--- src/rtl/fft_stage_sequencer_if.sv ---
// Handshake/bus bundle between the FFT sequencer and the butterfly datapath.
// The sequencer owns every signal except start.
interface fft_stage_sequencer_if #(
  parameter int LOG2N = 5
);
  logic             start;
  logic             busy;
  logic             done;
  logic [2:0]       stage;
  logic             rd_en;
  logic [LOG2N-1:0] rd_addr_a;
  logic [LOG2N-1:0] rd_addr_b;
  logic [LOG2N-2:0] tw_idx;
  logic             wr_en;
  logic [LOG2N-1:0] wr_addr_a;
  logic [LOG2N-1:0] wr_addr_b;
  logic             stage_done;

  modport master (
    input  start,
    output busy, done, stage,
    output rd_en, rd_addr_a, rd_addr_b, tw_idx,
    output wr_en, wr_addr_a, wr_addr_b, stage_done
  );

  modport slave (
    output start,
    input  busy, done, stage,
    input  rd_en, rd_addr_a, rd_addr_b, tw_idx,
    input  wr_en, wr_addr_a, wr_addr_b, stage_done
  );
endinterface

--- src/rtl/fft_stage_sequencer.sv ---
// Stage/butterfly sequencer for an in-place radix-2 DIT FFT.
// Reads issue one per cycle; write-backs follow BF_LAT cycles later.
module fft_stage_sequencer #(
  parameter int LOG2N  = 5,
  parameter int BF_LAT = 3
) (
  input  logic                   clk,
  input  logic                   rst,
  fft_stage_sequencer_if.master  bus
);
  localparam int KW = LOG2N - 1;
  localparam logic [KW-1:0] KMAX = '1;
  localparam logic [2:0] SMAX = 3'(LOG2N - 1);
  localparam logic [3:0] DLAT = 4'(BF_LAT);

  typedef enum logic [1:0] {
    IDLE,
    RUN,
    DRAIN,
    DONE
  } state_e;

  typedef struct packed {
    logic             v;
    logic [LOG2N-1:0] a;
    logic [LOG2N-1:0] b;
    logic             last;
  } wb_t;

  state_e           state_q, state_d;
  logic [2:0]       s_q, s_d;
  logic [KW-1:0]    k_q, k_d;
  logic [3:0]       drn_q, drn_d;

  logic             busy_q, done_q;
  logic [2:0]       stage_q;
  logic             rd_en_q, last_q;
  logic [LOG2N-1:0] rd_a_q, rd_b_q;
  logic [KW-1:0]    tw_q;
  wb_t              dl_q [BF_LAT];

  logic [LOG2N-1:0] kx, span, pos, a_d, b_d;
  logic [KW-1:0]    tw_d;
  logic             run_d;

  always_comb begin
    state_d = state_q;
    s_d     = s_q;
    k_d     = k_q;
    drn_d   = drn_q;
    unique case (state_q)
      IDLE: begin
        if (bus.start) begin
          state_d = RUN;
          s_d     = '0;
          k_d     = '0;
        end
      end
      RUN: begin
        if (k_q == KMAX) begin
          state_d = DRAIN;
          drn_d   = DLAT;
          k_d     = '0;
        end else begin
          k_d = k_q + 1'b1;
        end
      end
      DRAIN: begin
        if (drn_q == 4'd1) begin
          drn_d = '0;
          if (s_q != SMAX) begin
            state_d = RUN;
            s_d     = s_q + 3'd1;
            k_d     = '0;
          end else begin
            state_d = DONE;
          end
        end else begin
          drn_d = drn_q - 4'd1;
        end
      end
      DONE:    state_d = IDLE;
      default: state_d = IDLE;
    endcase
  end

  // Addresses for the read the next cycle will present.
  always_comb begin
    run_d = (state_d == RUN);
    kx    = {1'b0, k_d};
    span  = LOG2N'(1) << s_d;
    pos   = kx & (span - LOG2N'(1));
    a_d   = ((kx >> s_d) << (s_d + 3'd1)) | pos;
    b_d   = a_d | span;
    tw_d  = KW'(pos << (SMAX - s_d));
  end

  always_ff @(posedge clk or posedge rst) begin
    if (rst) begin
      state_q <= IDLE;
      s_q     <= '0;
      k_q     <= '0;
      drn_q   <= '0;
      busy_q  <= 1'b0;
      done_q  <= 1'b0;
      stage_q <= '0;
      rd_en_q <= 1'b0;
      last_q  <= 1'b0;
      rd_a_q  <= '0;
      rd_b_q  <= '0;
      tw_q    <= '0;
    end else begin
      state_q <= state_d;
      s_q     <= s_d;
      k_q     <= k_d;
      drn_q   <= drn_d;
      busy_q  <= (state_d == RUN) || (state_d == DRAIN);
      done_q  <= (state_d == DONE);
      stage_q <= s_d;
      rd_en_q <= run_d;
      last_q  <= run_d && (k_d == KMAX);
      rd_a_q  <= run_d ? a_d : '0;
      rd_b_q  <= run_d ? b_d : '0;
      tw_q    <= run_d ? tw_d : '0;
    end
  end

  // Write-back delay line; its tail is the write port.
  always_ff @(posedge clk or posedge rst) begin
    if (rst) begin
      for (int i = 0; i < BF_LAT; i++) dl_q[i] <= '0;
    end else begin
      dl_q[0] <= '{v: rd_en_q, a: rd_a_q, b: rd_b_q, last: last_q};
      for (int i = 1; i < BF_LAT; i++) dl_q[i] <= dl_q[i-1];
    end
  end

  assign bus.busy       = busy_q;
  assign bus.done       = done_q;
  assign bus.stage      = stage_q;
  assign bus.rd_en      = rd_en_q;
  assign bus.rd_addr_a  = rd_a_q;
  assign bus.rd_addr_b  = rd_b_q;
  assign bus.tw_idx     = tw_q;
  assign bus.wr_en      = dl_q[BF_LAT-1].v;
  assign bus.wr_addr_a  = dl_q[BF_LAT-1].a;
  assign bus.wr_addr_b  = dl_q[BF_LAT-1].b;
  assign bus.stage_done = dl_q[BF_LAT-1].v & dl_q[BF_LAT-1].last;
endmodule

--- src/flat_wrapper.sv ---
// flat-port wrapper written by rule: the top's interface ports become plain ports
module fft_stage_sequencer_flat 
#(
  parameter int LOG2N  = 5,
  parameter int BF_LAT = 3
)
  (clk, rst, bus_start, bus_busy, bus_done, bus_stage, bus_rd_en, bus_rd_addr_a, bus_rd_addr_b, bus_tw_idx, bus_wr_en, bus_wr_addr_a, bus_wr_addr_b, bus_stage_done);
  fft_stage_sequencer_if #(.LOG2N(LOG2N)) bus_i ();
  input  logic clk;
  input  logic rst;
  input wire logic [$bits(bus_i.start)-1:0] bus_start;
  output wire logic [$bits(bus_i.busy)-1:0] bus_busy;
  output wire logic [$bits(bus_i.done)-1:0] bus_done;
  output wire logic [$bits(bus_i.stage)-1:0] bus_stage;
  output wire logic [$bits(bus_i.rd_en)-1:0] bus_rd_en;
  output wire logic [$bits(bus_i.rd_addr_a)-1:0] bus_rd_addr_a;
  output wire logic [$bits(bus_i.rd_addr_b)-1:0] bus_rd_addr_b;
  output wire logic [$bits(bus_i.tw_idx)-1:0] bus_tw_idx;
  output wire logic [$bits(bus_i.wr_en)-1:0] bus_wr_en;
  output wire logic [$bits(bus_i.wr_addr_a)-1:0] bus_wr_addr_a;
  output wire logic [$bits(bus_i.wr_addr_b)-1:0] bus_wr_addr_b;
  output wire logic [$bits(bus_i.stage_done)-1:0] bus_stage_done;
  assign bus_i.start = bus_start;
  assign bus_busy = bus_i.busy;
  assign bus_done = bus_i.done;
  assign bus_stage = bus_i.stage;
  assign bus_rd_en = bus_i.rd_en;
  assign bus_rd_addr_a = bus_i.rd_addr_a;
  assign bus_rd_addr_b = bus_i.rd_addr_b;
  assign bus_tw_idx = bus_i.tw_idx;
  assign bus_wr_en = bus_i.wr_en;
  assign bus_wr_addr_a = bus_i.wr_addr_a;
  assign bus_wr_addr_b = bus_i.wr_addr_b;
  assign bus_stage_done = bus_i.stage_done;
  fft_stage_sequencer #(.LOG2N(LOG2N), .BF_LAT(BF_LAT)) u_core (.clk(clk), .rst(rst), .bus(bus_i));
endmodule
--- config.mk ---
export PLATFORM = sky130hd
export DESIGN_NAME = fft_stage_sequencer_flat
export DESIGN_NICKNAME = d
export VERILOG_FILES = /design/src/rtl/fft_stage_sequencer_if.sv /design/src/rtl/fft_stage_sequencer.sv /design/src/flat_wrapper.sv
export SDC_FILE = /design/constraint.sdc
export NUM_CORES = 1
export LEC_CHECK = 0
export BUFFER_PORTS_ARGS = -buffer_cell sky130_fd_sc_hd__buf_4
export CORE_MARGIN = 3
export CORE_UTILIZATION = 60
export CTS_BUF_LIST = sky130_fd_sc_hd__clkbuf_16
export CTS_CLUSTER_DIAMETER = 100
export DETAILED_ROUTE_END_ITERATION = 7
export PLACE_DENSITY = 0.89
export RECOVER_POWER = 25
export SKIP_LAST_GASP = 1
export SYNTH_ARGS = -nofsm -noshare
export SYNTH_HDL_FRONTEND = slang
export SYNTH_SLANG_ARGS = --single-unit
--- constraint.sdc ---
create_clock -name clk -period 9 [get_ports clk]
set_input_delay 0.45 -clock clk [delete_from_list [all_inputs] [get_ports clk]]
set_output_delay 0.45 -clock clk [all_outputs]
set_load 0.1 [all_outputs]
==> impl_metrics.csv <==
group,metric,value,unit
outcome,status,"complete, but fails checks",
outcome,violations,"max-capacitance violations, max-slew violations",
worst_setup_path,critPathMaxFanout,17,
layout,drive_gt1_share,20.8,%
cts,cts.sinks,67,
worst_hold_path,min_to,"u_core.dl_q[18]",
cts,clk_pin_slew,50,ps
cts,ctsResizeCount,0,
cts,cts_root_buf,"clkbuf_16",
cts,htreeDepth,3,
placed_design,dp_hpwl,3680,um
timing,setup_viol,0,
placed_design,placed_cells_incl_taps,306,
routing,drt_iter0_markers,170,
job,cap_violations,1,
synthesis,ys_async_sr_fraction,100,%
layout,syn_to_final_growth,17.8,%
layout,seqCellArea,1680,sq um
timing,slew_viol_final,68,
grt,gr-usage-all-layers,23.5,%
power,power_per_cell_area,207,nW/um^2
worst_setup_path,critical_path.startpoint_type,"flop",
synthesis,ys_seq_elements,67,
layout,multi_input_area,1010,sq um
synthesis,ys_seq_area_share,58.6,%
worst_hold_path,hold_start,"u_core.dl_q[30]",
worst_hold_path,holdPathStages,0,
power,leakage,1.58,nW
layout,fillers,279,
synthesis,ys.flop_type,"dfrtp_1",
floorplan,die_w,75.1,um
worst_setup_path,critPathArrivalTime,4400,ps
timing,finalHoldViolCount,0,
synthesis,netlist_instances,235,
routing,dr.pass1.iters,4,
timing,worst_pin_slew,3390,ps
timing,fmax,240,MHz
cts,cts_buffer_depth,2,
synthesis,synth_fp_nets,253,
worst_setup_path,crit_type,"reg -> reg",
cts,clock_latency,320,ps
floorplan,die-area,5630,sq um
timing,clock-skew-final,6.05,ps
cts,cts_setup_buffers,0,
floorplan,ioPinCount,35,
synthesis,synth_edf_count,0,
timing,rsz0062_at_grt,"false",
worst_setup_path,endpoint_kind,"flop",
synthesis,synth.distinct_cells,53,
synthesis,avgSynthCellArea,12.2,sq um
routing,vias_per_cell,6.20,
placed_design,gp_congestion,0.930,
cts,numCtsBuffers,9,
synthesis,yosysWarnings,0,
worst_setup_path,rr_startpoint,"u_core.drn_q[1]",
grt,grt_max_degree,68,
timing,fin_crit_sh,46.3,%
layout,diodes,0,
grt,grt_pass1_wl,9600,um
synthesis,syn_area,2860,sq um
routing,wl_per_cell,17.7,um
worst_setup_path,worst_r2r_path_depth,14,
worst_setup_path,crit_required,9230,ps
routing,vias,1989,
routing,drc,0,
floorplan,placement_rows,24,
cts,cts_tree,"built",
grt,grt-ovfl-total,0,
cts,hold_buffers,0,
grt,grt_util_met2,36.2,%
timing,slew_headroom,-126,%
worst_setup_path,reg2reg_slack,4830,ps
timing,setup_tns,0,ps
layout,final_cells,321,
power,vdd_ir_drop_max,116,uV
floorplan,core-area,4470,sq um
grt,grt_use_met3,8.14,%
worst_setup_path,rr_endpoint,"u_core.bus.tw_idx[3]",
power,finalPower,0.697,mW
floorplan,start_util,64.0,%
routing,postRouteAntennaNets,0,
layout,fin_nets,283,
timing,layout_min_cycle_time,4170,ps
grt,antenna_found_initial,0,
worst_hold_path,hold_path.class,"reg -> reg",
grt,grt.busiest_layer,"met2",
grt,use_met1,30.7,%
routing,drt-total-wl,5670,um
placed_design,port_buffers,34,
grt,grt_pass1_vias,1930,
floorplan,chipHeight,75.1,um
[layer usage]
| layer | share of wire [%] | wire, um | up-vias |
|---|---|---|---|
| li1 | - | - | 895 |
| met1 | 40 | 2300 | 976 |
| met2 | 49 | 2770 | 102 |
| met3 | 8.8 | 496 | 16 |
| met4 | 2.0 | 111 | 0 |
| met5 | 0 | 0 | - |
[per-stage QoR]
stage | setup WS, ps | instance area, sq um | utilization (%) | hold WS, ps
floorplan | 5510 | 2860 | - | 331
global placement | 5200 | 3070 | 68.7 | 332
detailed placement | 5060 | 3070 | 68.7 | 335
CTS | 4940 | 3370 | 75.4 | 346
global route | 4490 | 3370 | 75.3 | 349
finish | 4830 | 3370 | 75.3 | 343
[worst max-delay path, cell delays in order (launching register included)]
cell and delay [ps]:
dfrtp_1 390, inv_1 80, ha_1 170, or3b_1 510
o211ai_1 230, nand3_1 560, inv_1 450, ha_1 260
ha_1 260, inv_1 100, ha_1 200, o21bai_1 160
mux2i_1 320, nand2_1 90, a311oi_1 280
[layout make-up]
type                            count  area share, %
Clock inverter                      6           2.23
Tap cell                           52           1.93
Clock buffer                        9           6.68
Inverter                           17           1.89
Sequential cell                    67           49.7
Multi-Input combinational cell    135           29.8
Timing Repair Buffer               35           7.68
[kinds of logic after synthesis]
| family | synth area share [%] |
|---|---|
| and+or+nand+nor | 13.6 |
| buffers and inverters | 6.25 |
| muxes | 0.874 |
| AOI/OAI and AO/OA | 14.2 |
| adders and majority gates | 6.56 |
| DFF | 58.6 |
[power by group]
part           internal, mW  total, mW  leakage, nW  switching (mW)
clock network         0.236      0.350        0.157           0.114
logic               0.00669     0.0384        0.628          0.0317
registers             0.307      0.308        0.790         0.00186
total                 0.550      0.697         1.58           0.148
[sequential cells by signal, indices dropped and copies added (netlist names)]
name and cells:
u_core.bus.busy 1, u_core.bus.rd_en 1, u_core.bus.rd_addr_b 5, u_core.bus.wr_addr_b 5, u_core.s_q 3, u_core.bus.wr_en 1
u_core.last_q 1, u_core.drn_q 4, u_core.bus.done 1, u_core.bus.wr_addr_a 5, u_core.bus.tw_idx 4, u_core.dl_q 25
u_core.k_q 4, u_core.bus.rd_addr_a 5, u_core.state_q 2
[worst max path at each step]
stage                          from                    to  slack [ps]  cells after the start
detailed placement  u_core.drn_q[1]  u_core.bus.tw_idx[3]        5060                     14
finish              u_core.drn_q[1]  u_core.bus.tw_idx[3]        4830                     14
CTS                 u_core.drn_q[1]  u_core.bus.tw_idx[3]        4940                     14
floorplan             u_core.s_q[0]  u_core.bus.tw_idx[3]        5510                     14
global placement    u_core.drn_q[1]  u_core.bus.tw_idx[3]        5200                     14
global route        u_core.drn_q[1]  u_core.bus.tw_idx[3]        4490                     14
[cells in the final DEF, fill, tap and decap left out, types with 2 or more instances in the layout]
| master | instances |
|---|---|
| a21oi_1 | 9 |
| a311oi_1 | 3 |
| a31oi_1 | 5 |
| and2_1 | 2 |
| buf_4 | 33 |
| bufinv_16 | 2 |
| clkbuf_16 | 9 |
| dfrtp_1 | 67 |
| ha_1 | 15 |
| inv_1 | 20 |
| nand2_1 | 11 |
| nand2b_1 | 2 |
| nand3_1 | 7 |
| nor2_1 | 12 |
| nor2b_1 | 2 |
| nor3_1 | 10 |
| nor3b_1 | 4 |
| nor4_1 | 4 |
| o211ai_1 | 3 |
| o21a_1 | 4 |
| o21ai_0 | 7 |
| o31ai_1 | 4 |
| or2_2 | 2 |
[synth_stat cells (2+ instances only)]
library cell	n	area share (%)
a31oi_1	5	1.1
a311oi_1	3	0.92
o211ai_1	3	0.79
nor3_1	10	1.7
and2_1	2	0.44
inv_1	17	2.2
buf_2	2	0.35
nor3b_1	4	1.0
ha_1	15	6.6
nor2_1	12	1.6
o31ai_1	4	1.0
nand2_1	11	1.4
nand2b_1	2	0.44
nand3_1	7	1.2
a21oi_1	9	1.6
or2_2	2	0.44
nor2b_1	2	0.44
o21a_1	4	1.0
buf_4	12	3.1
nor4_1	4	0.87
dfrtp_1	67	59
o21ai_0	7	1.2
Power figures use the tool's default switching activity.
